`src/rtl/ysyx_23060203_idu.sv`:
```
// Instruction decode stage: one pipeline register that captures the fetched
// word and its decoded control fields, with flush and valid/ready handshakes.
module ysyx_23060203_idu #(
    parameter int RVE = 1
) (
    input  logic        clock,
    input  logic        reset,
    input  logic        flush,
    input  logic        in_valid,
    output logic        in_ready,
    input  logic [31:0] in_pc,
    input  logic [31:0] in_inst,
    output logic        out_valid,
    input  logic        out_ready,
    output logic [31:0] out_pc,
    output logic [31:0] out_inst,
    output logic [3:0]  out_type,
    output logic [2:0]  out_funct3,
    output logic [4:0]  out_rs1,
    output logic [4:0]  out_rs2,
    output logic [4:0]  out_rd,
    output logic        out_rs1_en,
    output logic        out_rs2_en,
    output logic        out_rd_en,
    output logic [31:0] out_imm,
    output logic        out_illegal,
    output logic        out_fencei
);

    typedef enum logic [3:0] {
        T_OP     = 4'd0,
        T_OPIMM  = 4'd1,
        T_LOAD   = 4'd2,
        T_STORE  = 4'd3,
        T_BRANCH = 4'd4,
        T_JAL    = 4'd5,
        T_JALR   = 4'd6,
        T_LUI    = 4'd7,
        T_AUIPC  = 4'd8,
        T_SYSTEM = 4'd9,
        T_FENCE  = 4'd10,
        T_OTHER  = 4'd15
    } inst_type_e;

    logic        valid_r;
    logic [31:0] pc_r;
    logic [31:0] inst_r;
    logic [3:0]  type_r;
    logic [31:0] imm_r;
    logic        rs1_en_r;
    logic        rs2_en_r;
    logic        rd_en_r;
    logic        illegal_r;
    logic        fencei_r;

    inst_type_e  dec_type;
    logic [31:0] dec_imm;
    logic        dec_rs1_en;
    logic        dec_rs2_en;
    logic        dec_rd_wr;
    logic        dec_rd_en;
    logic        dec_bad_f3;
    logic        dec_big_reg;
    logic        dec_illegal;
    logic        dec_fencei;
    logic [2:0]  f3;
    logic        transfer;

    assign f3       = in_inst[14:12];
    assign in_ready = ~valid_r | out_ready;
    assign transfer = in_valid & in_ready;

    // Decode the incoming word so its fields are registered on the accepting edge.
    always_comb begin
        dec_type = T_OTHER;
        case (in_inst[6:0])
            7'b0110011: dec_type = T_OP;
            7'b0010011: dec_type = T_OPIMM;
            7'b0000011: dec_type = T_LOAD;
            7'b0100011: dec_type = T_STORE;
            7'b1100011: dec_type = T_BRANCH;
            7'b1101111: dec_type = T_JAL;
            7'b1100111: dec_type = T_JALR;
            7'b0110111: dec_type = T_LUI;
            7'b0010111: dec_type = T_AUIPC;
            7'b1110011: dec_type = T_SYSTEM;
            7'b0001111: dec_type = T_FENCE;
            default:    dec_type = T_OTHER;
        endcase

        dec_imm = 32'd0;
        case (dec_type)
            T_OPIMM, T_LOAD, T_JALR, T_SYSTEM:
                dec_imm = {{20{in_inst[31]}}, in_inst[31:20]};
            T_STORE:
                dec_imm = {{20{in_inst[31]}}, in_inst[31:25], in_inst[11:7]};
            T_BRANCH:
                dec_imm = {{20{in_inst[31]}}, in_inst[7], in_inst[30:25], in_inst[11:8], 1'b0};
            T_LUI, T_AUIPC:
                dec_imm = {in_inst[31:12], 12'd0};
            T_JAL:
                dec_imm = {{12{in_inst[31]}}, in_inst[19:12], in_inst[20], in_inst[30:21], 1'b0};
            default:
                dec_imm = 32'd0;
        endcase

        dec_rs1_en = (dec_type == T_OP) || (dec_type == T_OPIMM) || (dec_type == T_LOAD) ||
                     (dec_type == T_STORE) || (dec_type == T_BRANCH) || (dec_type == T_JALR) ||
                     ((dec_type == T_SYSTEM) && !f3[2]);
        dec_rs2_en = (dec_type == T_OP) || (dec_type == T_STORE) || (dec_type == T_BRANCH);
        dec_rd_wr  = (dec_type == T_OP) || (dec_type == T_OPIMM) || (dec_type == T_LOAD) ||
                     (dec_type == T_JAL) || (dec_type == T_JALR) || (dec_type == T_LUI) ||
                     (dec_type == T_AUIPC) || ((dec_type == T_SYSTEM) && (f3 != 3'd0));
        dec_rd_en  = dec_rd_wr && (in_inst[11:7] != 5'd0);

        dec_bad_f3 = ((dec_type == T_LOAD) && ((f3 == 3'd3) || (f3 == 3'd6) || (f3 == 3'd7))) ||
                     ((dec_type == T_STORE) && (f3 >= 3'd3)) ||
                     ((dec_type == T_BRANCH) && ((f3 == 3'd2) || (f3 == 3'd3))) ||
                     ((dec_type == T_JALR) && (f3 != 3'd0));
        // Write intent counts even for rd == 0, so x16..x31 as a discarded rd still traps.
        dec_big_reg = (RVE != 0) && ((dec_rs1_en && in_inst[19]) ||
                                     (dec_rs2_en && in_inst[24]) ||
                                     (dec_rd_wr && in_inst[11]));
        dec_illegal = (dec_type == T_OTHER) || (in_inst[1:0] != 2'b11) || dec_big_reg || dec_bad_f3;
        dec_fencei  = (dec_type == T_FENCE) && (f3 == 3'd1);
    end

    // Pipeline register; flush wins over a simultaneous transfer.
    always_ff @(posedge clock or posedge reset) begin
        if (reset) begin
            valid_r   <= 1'b0;
            pc_r      <= 32'd0;
            inst_r    <= 32'd0;
            type_r    <= 4'd0;
            imm_r     <= 32'd0;
            rs1_en_r  <= 1'b0;
            rs2_en_r  <= 1'b0;
            rd_en_r   <= 1'b0;
            illegal_r <= 1'b0;
            fencei_r  <= 1'b0;
        end else begin
            valid_r <= ~flush & (transfer | (valid_r & ~out_ready));
            if (transfer && !flush) begin
                pc_r      <= in_pc;
                inst_r    <= in_inst;
                type_r    <= dec_type;
                imm_r     <= dec_imm;
                rs1_en_r  <= dec_rs1_en;
                rs2_en_r  <= dec_rs2_en;
                rd_en_r   <= dec_rd_en;
                illegal_r <= dec_illegal;
                fencei_r  <= dec_fencei;
            end
        end
    end

    assign out_valid   = valid_r & ~flush;
    assign out_pc      = pc_r;
    assign out_inst    = inst_r;
    assign out_type    = type_r;
    assign out_funct3  = inst_r[14:12];
    assign out_rs1     = inst_r[19:15];
    assign out_rs2     = inst_r[24:20];
    assign out_rd      = inst_r[11:7];
    assign out_rs1_en  = rs1_en_r;
    assign out_rs2_en  = rs2_en_r;
    assign out_rd_en   = rd_en_r;
    assign out_imm     = imm_r;
    assign out_illegal = illegal_r;
    assign out_fencei  = out_valid & out_ready & fencei_r;

endmodule
```
`config.mk`:
```
export PLATFORM = sky130hd
export DESIGN_NAME = ysyx_23060203_idu
export DESIGN_NICKNAME = d
export VERILOG_FILES = /design/src/rtl/ysyx_23060203_idu.sv
export SDC_FILE = /design/constraint.sdc
export NUM_CORES = 1
export LEC_CHECK = 0
export ABC_AREA = 1
export BUFFER_PORTS_ARGS = -buffer_cell sky130_fd_sc_hd__buf_4
export CAP_MARGIN = 20
export CORE_MARGIN = 2
export CORE_UTILIZATION = 49
export DETAILED_ROUTE_END_ITERATION = 8
export PLACE_DENSITY = 0.86
export SLEW_MARGIN = 20
export SYNTH_ARGS = -nofsm -noshare
export SYNTH_HDL_FRONTEND = slang
export SYNTH_SLANG_ARGS = --single-unit
```
`constraint.sdc`:
```
create_clock -name clock -period 3.5 [get_ports clock]
set_clock_uncertainty 0.15 [all_clocks]
set_input_delay 0.175 -clock clock [delete_from_list [all_inputs] [get_ports clock]]
set_output_delay 0.175 -clock clock [all_outputs]
set_load 0.1 [all_outputs]
```
==> impl_metrics.csv <==
group,metric,value,unit
clock_network,cts_tree,"built",
floorplanning,die-height,104,um
route,drt_iter0_markers,286,
floorplanning,die_w,104,um
global_route,antenna_found_initial,0,
timing,fin_crit,2.64,ns
timing,fin_setup_tns,0,ns
worst_setup_path,setup.worst_path.start_class,"input port",
clock_network,numCtsBuffers,9,
worst_setup_path,slowest_delay,0.84,ns
timing,rsz0062_at_grt,"false",
global_route,grt_pass1_wl,23300,um
timing,tightest_slew,0.944,ns
clock_network,clk_latency,0.37,ns
synth,synth_cells,592,
global_route,grt_pass1_vias,4790,
route,wl,14300,um
worst_setup_path,cp_max_fo,62,
global_route,gr-total-overflow,0,
synth,synth.most_common_cell,"nand2_1",
floorplanning,initial_utilization,50.1,%
clock_network,htree_levels,3,
clock_network,root_buffer,"clkbuf_8",
timing,relSlewSlack,36.9,%
synth,async_reset_ff_share,100,%
route,viasPerCell,5.01,
floorplanning,num_rows,36,
power,vdd_drop_max,0.000346,V
synth,synth_top_area_share,54.6,%
route,vias,4790,
final_layout,syn2layout_area_growth,45.8,%
clock_network,cts_buffer_depth,2,
clock_network,cts_sinks,106,
route,drcViolationCount,0,
clock_network,clkTransAtPathRegs,0.10,ns
synth,synth_edf_count,0,
timing,final_hold_viol_count,0,
synth,syn_avg_cell_area,8.20,um2
status,status,"completed",
synth,synth_top_cell_by_area,"dfrtp_1",
global_route,grt_start_max_net_pins,79,
worst_setup_path,crit_chain,"dlygate4sd3_1 -> buf_4 -> nor2_1 -> nand2_4 -> inv_2 -> buf_4 -> nand2_1 -> nand2_1",
synth,syn_nets,661,
floorplanning,die-area,10700,um2
timing,finalCritPeriodShare,75.5,%
worst_setup_path,cp.required,3.65,ns
timing,fmax,378,MHz
synth,syn_area,4860,um2
worst_setup_path,worst-setup-path-type,"in -> reg",
synth,ys_types,28,
placement,placed_area,6220,um2
final_layout,drive_gt1_share,29.5,%
floorplanning,core-area,9680,um2
synth,synthTopCellsByCount,"nand2_1 (290), dfrtp_1 (106), o21ai_0 (34)",
global_route,grt_use_total,26.5,%
placement,hpwlAfterDp,9500,um
worst_setup_path,worstPathArrival,2.80,ns
placement,dp.cells,877,
timing,slew_viol_final,0,
timing,setup_viol,0,
clock_network,hold_buffers,64,
worst_setup_path,slowest_stage,"inv_2",
synth,yosysSeqAreaShare,54.6,%
route,wl_per_cell,15.0,um
synth,synth.area.top_cells,"dfrtp_1 (55%), nand2_1 (22%), o21ai_0 (3.5%), buf_4 (2.8%), nand3_1 (2.3%)",
floorplanning,pin_count,194,
clock_network,ctsResizeCount,0,
final_layout,stdcell_count,956,
hold_path,hp-class,"in -> reg",
final_layout,design_area,7080,um2
synth,yosys_warnings,0,
placement,io_buffer_count,193,
route,ant_nets,0,
power,power.density,588,nW/um2
final_layout,diodes,0,
job,drv_cap,0,
clock_network,postCtsSetupRepairBufs,0,
synth,synth_seq_cells,106,
synth,synthFlopType,"dfrtp_1",
final_layout,fin_nets,888,
placement,gp_congestion,0.910,
worst_setup_path,endpoint_kind,"register",
power,total_leakage_power,4.03,nW
route,dr.pass1.iters,7,
## registers in the layout (all words and copies together) (netlist names), 4 cells and up
| signal | cells |
|---|---|
| out_inst | 32 |
| out_imm | 32 |
| out_pc | 32 |
| out_type | 4 |
## per-layer routing
metal  up-vias  share of wire [%]  global-route usage [%]
met5         -                  0                       0
met4         0                1.8                    8.11
met3        25                7.7                    5.79
met2       228                 50                    46.5
met1      2263                 40                    32.9
li1       2274                  -                       -
## worst max-delay path: cells and delay by family
kind | cells | cell delay [ns]
AND/OR/NAND/NOR | 4 | 0.68
buffers and inverters | 4 | 1.90
## cell type report
| cell class | instances | area, um2 |
|---|---|---|
| clock buffer | 11 | 141 |
| clock inverter | 4 | 76.3 |
| fill | 712 | 2600 |
| inverter | 28 | 108 |
| multi-input combinational | 413 | 1820 |
| sequential | 106 | 2650 |
| tap | 133 | 166 |
| timing repair buffer | 261 | 2120 |
## final timing paths
kind | startpoint | endpoint | slack (ns) | cells past startpoint
setup / recovery | flush | out_inst[19] | 0.86 | 8
hold / removal | in_inst[6] | out_inst[6] | 0.01 | 3
setup reg to reg | valid_r | out_inst[19] | 0.93 | 8
hold reg to reg | out_pc[19] | out_pc[19] | 0.34 | 2
max in group asynchronous | reset | out_imm[11] | 1.98 | 4
min in group asynchronous | reset | out_pc[21] | 0.43 | 3
## report_power, final
group / switching [mW] / internal [mW] / total (mW)
combinational: 1.50 / 0.374 / 1.88
clock: 0.415 / 0.421 / 0.836
sequential: 0.0939 / 1.36 / 1.45
total: 2.01 / 2.15 / 4.16
## layout by cell type, fill, tap and decap left out, types with 10 or more instances in the layout
master and instances:
nand3_1 22, nand3_2 11, inv_1 22, dlygate4sd3_1 64, dfrtp_1 106, buf_4 197, clkbuf_8 10, nor2_1 23
o21ai_0 34, nand2_1 289
## metrics by stage
| step | power (mW) | hold slack, ns | setup slack, ns | utilization (%) |
|---|---|---|---|---|
| floorplan | 2.91 | 0.0881 | 0.386 | - |
| global placement | 3.27 | 0.199 | 1.07 | 64.3 |
| detailed placement | 3.29 | 0.198 | 0.957 | 64.3 |
| CTS | 4.17 | 0.00313 | 0.867 | 73.1 |
| global route | 4.28 | 0.0382 | 0.650 | 73.1 |
| finish | 4.16 | 0.0133 | 0.856 | 73.1 |
## logic make-up after synthesis
family	share of synthesized area [%]
AO/OA/AOI/OAI	5.49
buffers and inverters	8.09
AND/OR/NAND/NOR	31.8
flip-flops	54.6
Power figures use the tool's default switching activity.
